==> src/rtl/fetch_stage_if.sv <==
// fetch_stage_if: groups the fetch stage's pipeline-control, IMEM and
// pre-decode signals into one bundle.
//   master (fetch stage): drives imem_addr, instr, opcode, pc, instr_valid;
//                         receives stall, redirect_valid, redirect_target, imem_dout.
//   slave  (pipeline/IMEM side): the reverse directions.
interface fetch_stage_if #(
  parameter int XLEN    = 32,
  parameter int IMEM_AW = 14
);
  logic               stall;
  logic               redirect_valid;
  logic [XLEN-1:0]    redirect_target;
  logic [IMEM_AW-1:0] imem_addr;
  logic [XLEN-1:0]    imem_dout;
  logic [XLEN-1:0]    instr;
  logic [6:0]         opcode;
  logic [XLEN-1:0]    pc;
  logic               instr_valid;

  modport master (
    input  stall, redirect_valid, redirect_target, imem_dout,
    output imem_addr, instr, opcode, pc, instr_valid
  );

  modport slave (
    output stall, redirect_valid, redirect_target, imem_dout,
    input  imem_addr, instr, opcode, pc, instr_valid
  );
endinterface

==> src/rtl/fetch_stage.sv <==
// fetch_stage: instruction-fetch stage of the 3-stage RV32I core.
// Owns the PC, drives a synchronous-read IMEM (1-cycle latency) and presents
// one instruction per cycle to pre-decode, honouring stall and redirect.
// Ports:
//   clk    core clock, rising-edge
//   rst_n  synchronous active-low reset
//   bus    fetch_stage_if.master: stall, redirect_valid, redirect_target,
//          imem_addr, imem_dout, instr, opcode, pc, instr_valid
//
// state | meaning
// BOOT  | first cycle after reset; RESET_PC read issued, bubble output
// RUN   | instr comes straight from IMEM read data
// HOLD  | stalled; instr replayed from hold_instr, IMEM data ignored
module fetch_stage #(
  parameter int              XLEN      = 32,
  parameter logic [XLEN-1:0] RESET_PC  = 32'h4000_0000,
  parameter int              IMEM_AW   = 14,
  parameter logic [XLEN-1:0] NOP_INSTR = 32'h0000_0013
) (
  input logic           clk,
  input logic           rst_n,
  fetch_stage_if.master bus
);

  typedef enum logic [1:0] {
    BOOT = 2'd0,
    RUN  = 2'd1,
    HOLD = 2'd2
  } state_t;

  state_t          state, state_nx;
  logic [XLEN-1:0] fetch_pc;
  logic [XLEN-1:0] pc_next;
  logic [XLEN-1:0] hold_instr, hold_nx;
  logic [XLEN-1:0] instr_o;
  logic [XLEN-1:0] pc_o;
  logic            valid_o;
  logic [XLEN-1:0] redir_pc;
  logic [XLEN-1:0] pc_inc;

  assign redir_pc = {bus.redirect_target[XLEN-1:2], 2'b00};
  assign pc_inc   = fetch_pc + XLEN'(4);

  always_ff @(posedge clk) begin
    if (!rst_n) begin
      state      <= BOOT;
      fetch_pc   <= RESET_PC;
      hold_instr <= NOP_INSTR;
    end else begin
      state      <= state_nx;
      fetch_pc   <= pc_next;
      hold_instr <= hold_nx;
    end
  end

  always_comb begin
    state_nx = state;
    pc_next  = pc_inc;
    hold_nx  = hold_instr;
    instr_o  = NOP_INSTR;
    pc_o     = fetch_pc;
    valid_o  = 1'b0;

    case (state)
      BOOT: begin
        // stall/redirect deliberately ignored: nothing valid is in flight yet
        pc_next  = fetch_pc;
        pc_o     = RESET_PC;
        state_nx = RUN;
      end

      RUN: begin
        instr_o = bus.imem_dout;
        valid_o = 1'b1;
        if (bus.redirect_valid) begin
          // wrong-path kill in the same cycle
          instr_o  = NOP_INSTR;
          valid_o  = 1'b0;
          pc_next  = redir_pc;
          state_nx = RUN;
        end else if (bus.stall) begin
          // IMEM data for this PC is only available now; capture it since the
          // re-read issued while stalled is not relied upon
          pc_next  = fetch_pc;
          hold_nx  = bus.imem_dout;
          state_nx = HOLD;
        end
      end

      HOLD: begin
        instr_o = hold_instr;
        valid_o = 1'b1;
        if (bus.redirect_valid) begin
          instr_o  = NOP_INSTR;
          valid_o  = 1'b0;
          pc_next  = redir_pc;
          state_nx = RUN;
        end else if (bus.stall) begin
          pc_next = fetch_pc;
        end else begin
          state_nx = RUN;
        end
      end

      default: begin
        pc_next  = fetch_pc;
        state_nx = BOOT;
      end
    endcase

    // keep IMEM pointed at the boot vector for the whole reset interval
    if (!rst_n) begin
      pc_next = RESET_PC;
    end
  end

  assign bus.imem_addr   = pc_next[IMEM_AW+1:2];
  assign bus.instr       = instr_o;
  assign bus.opcode      = instr_o[6:0];
  assign bus.pc          = pc_o;
  assign bus.instr_valid = valid_o;

  logic unused_bits;
  assign unused_bits = ^{bus.redirect_target[1:0], pc_next[XLEN-1:IMEM_AW+2],
                         pc_next[1:0]};

endmodule

==> src/flat_wrapper.sv <==
// flat-port wrapper written by rule: the top's interface ports become plain ports
module fetch_stage_flat 
#(
  parameter int              XLEN      = 32,
  parameter logic [XLEN-1:0] RESET_PC  = 32'h4000_0000,
  parameter int              IMEM_AW   = 14,
  parameter logic [XLEN-1:0] NOP_INSTR = 32'h0000_0013
)
  (clk, rst_n, bus_stall, bus_redirect_valid, bus_redirect_target, bus_imem_dout, bus_imem_addr, bus_instr, bus_opcode, bus_pc, bus_instr_valid);
  fetch_stage_if #(.XLEN(XLEN), .IMEM_AW(IMEM_AW)) bus_i ();
  input logic clk;
  input logic rst_n;
  input wire logic [$bits(bus_i.stall)-1:0] bus_stall;
  input wire logic [$bits(bus_i.redirect_valid)-1:0] bus_redirect_valid;
  input wire logic [$bits(bus_i.redirect_target)-1:0] bus_redirect_target;
  input wire logic [$bits(bus_i.imem_dout)-1:0] bus_imem_dout;
  output wire logic [$bits(bus_i.imem_addr)-1:0] bus_imem_addr;
  output wire logic [$bits(bus_i.instr)-1:0] bus_instr;
  output wire logic [$bits(bus_i.opcode)-1:0] bus_opcode;
  output wire logic [$bits(bus_i.pc)-1:0] bus_pc;
  output wire logic [$bits(bus_i.instr_valid)-1:0] bus_instr_valid;
  assign bus_i.stall = bus_stall;
  assign bus_i.redirect_valid = bus_redirect_valid;
  assign bus_i.redirect_target = bus_redirect_target;
  assign bus_i.imem_dout = bus_imem_dout;
  assign bus_imem_addr = bus_i.imem_addr;
  assign bus_instr = bus_i.instr;
  assign bus_opcode = bus_i.opcode;
  assign bus_pc = bus_i.pc;
  assign bus_instr_valid = bus_i.instr_valid;
  fetch_stage #(.XLEN(XLEN), .RESET_PC(RESET_PC), .IMEM_AW(IMEM_AW), .NOP_INSTR(NOP_INSTR)) u_core (.clk(clk), .rst_n(rst_n), .bus(bus_i));
endmodule
==> config.mk <==
export PLATFORM = sky130hd
export DESIGN_NAME = fetch_stage_flat
export DESIGN_NICKNAME = d
export VERILOG_FILES = /design/src/rtl/fetch_stage_if.sv /design/src/rtl/fetch_stage.sv /design/src/flat_wrapper.sv
export SDC_FILE = /design/constraint.sdc
export NUM_CORES = 1
export LEC_CHECK = 0
export CAP_MARGIN = 25
export CORE_MARGIN = 3
export CORE_UTILIZATION = 42
export CTS_BUF_LIST = sky130_fd_sc_hd__clkbuf_4 sky130_fd_sc_hd__clkbuf_8
export DETAILED_ROUTE_END_ITERATION = 7
export HOLD_SLACK_MARGIN = 0.15
export PLACE_DENSITY = 0.92
export SKIP_LAST_GASP = 1
export SLEW_MARGIN = 30
export SYNTH_ARGS = -nofsm -noshare
export SYNTH_HDL_FRONTEND = slang
export SYNTH_SLANG_ARGS = --single-unit
==> constraint.sdc <==
create_clock -name clk -period 2.1 [get_ports clk]
set_input_delay 0.315 -clock clk [delete_from_list [all_inputs] [get_ports clk]]
set_output_delay 0.315 -clock clk [all_outputs]
set_load 0.01 [all_outputs]
==> metrics.txt, run 1 <==
status=finished, violations left; failing checks=negative setup slack; Layout Skew=0.0192 ns; asr flop ratio synth=0; max-cap viol count=0; grt ovf=0; DRC=0; Clk Latency, worst-skew pair=0.35 ns; initial antenna violation count=0; H-tree depth=3; routability congestion estimate=0.950; n_diodes=0; clock root buffer=clkbuf_8; Syn Nets=642; Cell Pwr Density=565 mW/mm²; layout cells sized above 1=0.369; Syn Inst Count=569; Area Overhead vs Synth=77.1%; Routed WL=20.5 mm; Clock Tree Buf Depth=2; total CTS buffers=9; ys flop type=dfxtp_1; Crit-path slowest cell=dfxtp_2; Crit Path Max Fanout=13; post-detail-place hpwl=11.4 mm; Yosys warnings=0; die height=105 µm; Setup WS post-layout=-0.329 ns; Max IR drop VDD=0.346 mV; critical-path cell list=inv_2 -> ha_4 -> inv_4 -> buf_6 -> nor2_2 -> mux2i_2 -> o221ai_2 -> and2_1 -> buf_2; Worst Hold Class=flip-flop to flip-flop; Final Cycle Share=1.16; DR iter-0 viols=526; Initial Util=0.438; post-synthesis register bit count=66; Tmin final=2.43 ns; I/O pin total=154; Max Slew Vio Count=0; Crit Path Class=flip-flop to output pin; Max stage delay on crit path=0.34 ns; Post-synth EDFFs=0; wire per inst=21.8 µm; FF+latch area=0.00134 mm²; Cell variety after synth=48; Post-DP Area=0.00628 mm²; CTS tree=yes; arrival time of the worst setup path=2.11 ns; Tot Pwr=4100 µW; die width=105 µm; final count of hold timing violations=0; core footprint=0.00937 mm²; multi-input logic area=0.00302 mm²; first-pass GRT wire length=28.8 mm; WP data required=1.78 ns; sequential cell area fraction in the yosys report=0.322; mapped cell area=0.00410 mm²; Startpoint Class=flip-flop; routed vias=5906; pin count of the biggest net entering global routing=34; Post-Syn Area per Cell=7.21 µm²; Worst-path clk slew=0.07 ns; vias in the first global route=5739; Final Instance Area=0.00727 mm²; drt pass-1 iters=7; leak pwr=0.00317 µW; die area=0.0110 mm²; CP top delay family=buffers and inverters; post-synth top area share=0.322; WP buf/inv=4; RSZ-0062 raised after global routing=true; Fillers=574; Worst slew margin=0.658; f_max=412 MHz; number of vias per cell=6.29; CTS Sinks=66; CTS Hold Buffers Added=0; CP endpoint kind=output pin; # rows=35; Routed Antenna Nets=0; Slew @ Worst Pin=0.511 ns; endpoints failing setup=19; leading area contributor after synthesis=dfxtp_1; Tot GR Track Use=0.320; port bufs=151; dominant cells by area after synthesis=dfxtp_1 32%, nand2_1 7.8%, a22oi_1 7.5%; final net count=878
-- path summary, 6_finish.rpt --
path	cells after the start	slack (ns)	end	start
setup / recovery	9	-0.33	bus_imem_addr[12]	u_core.state[1]$_SDFFE_PN0P_
hold / removal	2	0.46	u_core.hold_instr[2]$_SDFFE_PN0P_	u_core.hold_instr[2]$_SDFFE_PN0P_
setup reg to reg	7	-0.17	u_core.fetch_pc[29]$_SDFFE_PN0P_	u_core.fetch_pc[4]$_SDFF_PN0_
hold reg to reg	2	0.46	u_core.hold_instr[2]$_SDFFE_PN0P_	u_core.hold_instr[2]$_SDFFE_PN0P_
-- final cells by class --
cell class                 instances  share of cell area
clock buffer                      10              0.0189
clock inverter                     6             0.00913
timing repair buffer             280               0.343
tap                              129              0.0222
multi-input combinational        437               0.415
inverter                          11             0.00654
sequential                        66               0.185
-- where the power goes --
part	internal, µW	switching (µW)	total, µW
registers	1330	95.9	1430
logic	744	797	1540
clock network	583	551	1130
total	2660	1440	4100
-- stage by stage --
stage	util	instances	hold slack, ns	TNS (ns)	setup WS (ns)
final	0.775	939	0.462	-3.66	-0.329
after global routing	0.775	939	0.486	-4.58	-0.398
after CTS	0.736	924	0.461	-3.06	-0.306
after detailed placement	0.670	882	0.451	-14.53	-0.676
after global placement	0.670	882	0.441	-12.82	-0.627
after floorplan	-	569	0.435	-0.0264	-0.0132
-- Yosys cell counts, types with 8 or more instances --
library cell  count
a22oi_1          41
mux2i_1          15
inv_1            11
and2_1            9
dfxtp_1          66
nand2_1          85
buf_4             8
o21ai_0          22
nand3_1          21
clkbuf_1         41
o22ai_1           9
nor2b_1          30
a21oi_1          53
and3_1           16
nor2_1           60
-- logic make-up after synthesis --
| logic type | count (synthesis) | share of synthesized area |
|---|---|---|
| buf+inv | 66 | 0.0701 |
| compound gates | 156 | 0.245 |
| fa+ha+maj | 5 | 0.0152 |
| mux | 15 | 0.0366 |
| simple gates | 261 | 0.311 |
| flops | 66 | 0.322 |
-- timing repair --
item	in CTS	in global routing
pin swaps	36	32
gates resized for setup	245	121
setup endpoints to repair	92	81
setup buffers	25	21
cloned	1	0
-- placed cells by master (no fill, tap or decap), types with 8 or more instances in the layout --
cell,n
buf_4,104
nand2_1,83
clkdlybuf4s50_1,77
dfxtp_1,54
a21oi_1,46
nor2_1,45
buf_2,32
nor2b_1,30
a22oi_2,21
a22oi_1,20
dlymetal6s2s_1,19
nand3_1,17
and3_1,16
o21ai_0,15
buf_6,15
clkbuf_2,14
mux2i_1,12
clkbuf_8,10
dfxtp_2,10
nor2_2,9
o22ai_1,9
buf_12,9
and2_1,8
-- worst min-delay path, delay by kind of cell, from the launching register on --
family | cells | cell delay [ns]
AOI/OAI and AO/OA | 1 | 0.05
DFF | 1 | 0.31
and+or+nand+nor | 1 | 0.05
-- sequential cells by signal, summed over array words and instances (netlist names) --
| name | flops |
|---|---|
| u_core.fetch_pc | 32 |
| u_core.hold_instr | 32 |
| u_core.state | 2 |
-- routing by layer --
metal	up-vias	wire length (µm)	global-route usage
li1	2504	-	-
met1	2716	7020	0.350
met2	520	9650	0.555
met3	166	2370	0.0778
met4	0	1460	0.200
met5	-	0	0
Note: power is estimated with default switching activity, not from simulation.
==> inputs of run 2 (changes only) <==
CORE_UTILIZATION = 50   (was 42)
PLACE_DENSITY = 0.89   (was 0.92)
SLEW_MARGIN = 20   (was 30)
clock period = 2.86 ns   (was 2.1 ns; I/O delays follow)
==> run 2 against run 1 <==
Die area fell by 15%. Clock skew is 0.0073 ns lower. Global-route usage is 1.6 points lower. Power fell by 34%. The flow now finishes without violations. Clock-buffer cell count up 1. Highest routed layer unchanged. Final cell count is 12% lower. Wire length decreased by 31%. Core utilization grew 0.69 points. Critical path depth stayed put. First-iteration DRC count down 25%.
==> metrics.txt, run 2 (synthesis gave the netlist of run 1 again) <==
status=finished, final reports clean; port bufs=151; DR iter-0 viols=393; Routed Antenna Nets=0; I/O pin total=154; Fillers=557; Startpoint Class=flip-flop; grt ovf=0; Tmin final=2.82 ns; Crit Path Class=flip-flop to output pin; initial antenna violation count=0; Worst Hold Class=flip-flop to flip-flop; Clk Latency, worst-skew pair=0.35 ns; wl on met1=5.64 mm; Area Overhead vs Synth=49.6%; Clock Tree Buf Depth=2; Final Cycle Share=0.985; DRC=0; clock root buffer=clkbuf_8; multi-input logic area=0.00252 mm²; Max IR drop VDD=0.272 mV; pin count of the biggest net entering global routing=37; WP data required=2.43 ns; setup TNS=0 ns; Post-DP Area=0.00586 mm²; Worst-path clk slew=0.08 ns; max-cap viol count=0; FF+latch area=0.00133 mm²; leak pwr=0.00233 µW; die height=96.6 µm; routability congestion estimate=0.948; die width=96.6 µm; RSZ-0062 raised after global routing=true; f_max=355 MHz; Routed WL=14.2 mm; CTS Sinks=66; Cell Pwr Density=443 mW/mm²; total CTS buffers=9; # rows=32; endpoints failing setup=0; final core utilization=0.782; arrival time of the worst setup path=2.39 ns; Worst slew margin=0.695; Tot Pwr=2720 µW; layout cells sized above 1=0.111; wire per inst=17.1 µm; commonest cells after routing, fill and taps aside=134 x clkdlybuf4s50_1, 85 x nand2_1, 62 x dfxtp_1; drt pass-1 iters=5; number of vias per cell=5.97; top sig layer=met4; Max Slew Vio Count=0; Slew @ Worst Pin=0.453 ns; routed vias=4951; Layout Skew=0.0119 ns; core footprint=0.00785 mm²; Crit-path slowest cell=clkdlybuf4s50_1; final net count=796; first-pass GRT wire length=22.4 mm; CP dominant cell by count=inv_1; n_diodes=0; met2 WL=6.77 mm; CTS tree=yes; Tot GR Track Use=0.305; Initial Util=0.523; die area=0.00933 mm²; CP endpoint kind=output pin; vias in the first global route=4671; final count of hold timing violations=0; Largest regs=u_core.fetch_pc (32), u_core.hold_instr (32), u_core.state (2); Final Instance Area=0.00614 mm²; Crit Path Max Fanout=12; r2r setup slk=0.63 ns; H-tree depth=3; Detail Route met3 WL=1.33 mm; Max stage delay on crit path=0.53 ns; post-detail-place hpwl=10.1 mm; most common cell after layout, fill and taps aside=clkdlybuf4s50_1; critical-path cell list=inv_1 -> ha_4 -> inv_1 -> buf_4 -> nor2_1 -> mux2i_1 -> o21ai_1 -> and2_1 -> clkdlybuf4s50_1
[run 2: cell count changes in the layout (fill, tap and decap cells not counted), sizes merged, moves of 3 or more]
cell,previous run,this run
clkinv,6,3
clkdlybuf4s15,3,0
clkbuf,24,12
buf,162,47
clkdlybuf4s50,77,134
dlygate4sd2,4,9
dlymetal6s2s,19,7
[run 2: metal layers]
metal	GRT usage	vias up
li1	-	2339
met1	0.392	2286
met2	0.498	279
met3	0.0581	47
met4	0.132	0
met5	0	-
[run 2: area by class of cell]
type,instances,area share
multi-input combinational,437,0.411
timing repair buffer,198,0.309
tap,102,0.0208
clock buffer,11,0.0236
sequential,66,0.216
inverter,11,0.00673
clock inverter,5,0.0126
[run 2: per-stage QoR]
step	hold slack [ns]	cells	setup WS (ns)
global placement	0.442	812	-0.183
global route	0.478	830	-0.0758
CTS	0.457	829	-0.0527
floorplan	0.435	569	0.414
finish	0.457	830	0.0416
detailed placement	0.447	812	-0.238
[run 2: where the power goes]
part	switching (µW)	internal, µW	leakage (µW)
sequential	70.1	976	0.000539
clock	381	522	0.000113
combinational	393	381	0.00168
total	844	1880	0.00233
[run 2: repair_timing]
| item | CTS | global route |
|---|---|---|
| setup endpoints to repair | 28 | 23 |
| gates resized for setup | 16 | 18 |
| gates cloned | 0 | 0 |
| pin swaps | 1 | 1 |
| hold buffers | 0 | 0 |
| buffers inserted | 1 | 1 |
[run 2: worst max-delay path: cells and delay by family (launching register included)]
family / cells / cell delay, ns
buffers and inverters: 4 / 0.89
DFF: 1 / 0.38
muxes: 1 / 0.07
adders and majority gates: 1 / 0.31
and+or+nand+nor: 2 / 0.25
AOI/OAI and AO/OA: 1 / 0.15
[run 2: worst paths after layout]
| kind | from | endpoint | depth (start not counted) |
|---|---|---|---|
| hold reg to reg | u_core.hold_instr[30]$_SDFFE_PN0P_ | u_core.hold_instr[30]$_SDFFE_PN0P_ | 2 |
| hold / removal | u_core.hold_instr[30]$_SDFFE_PN0P_ | u_core.hold_instr[30]$_SDFFE_PN0P_ | 2 |
| setup reg to reg | u_core.fetch_pc[10]$_SDFF_PN0_ | u_core.fetch_pc[29]$_SDFFE_PN0P_ | 6 |
| setup / recovery | u_core.state[0]$_SDFFE_PN0P_ | bus_imem_addr[8] | 9 |
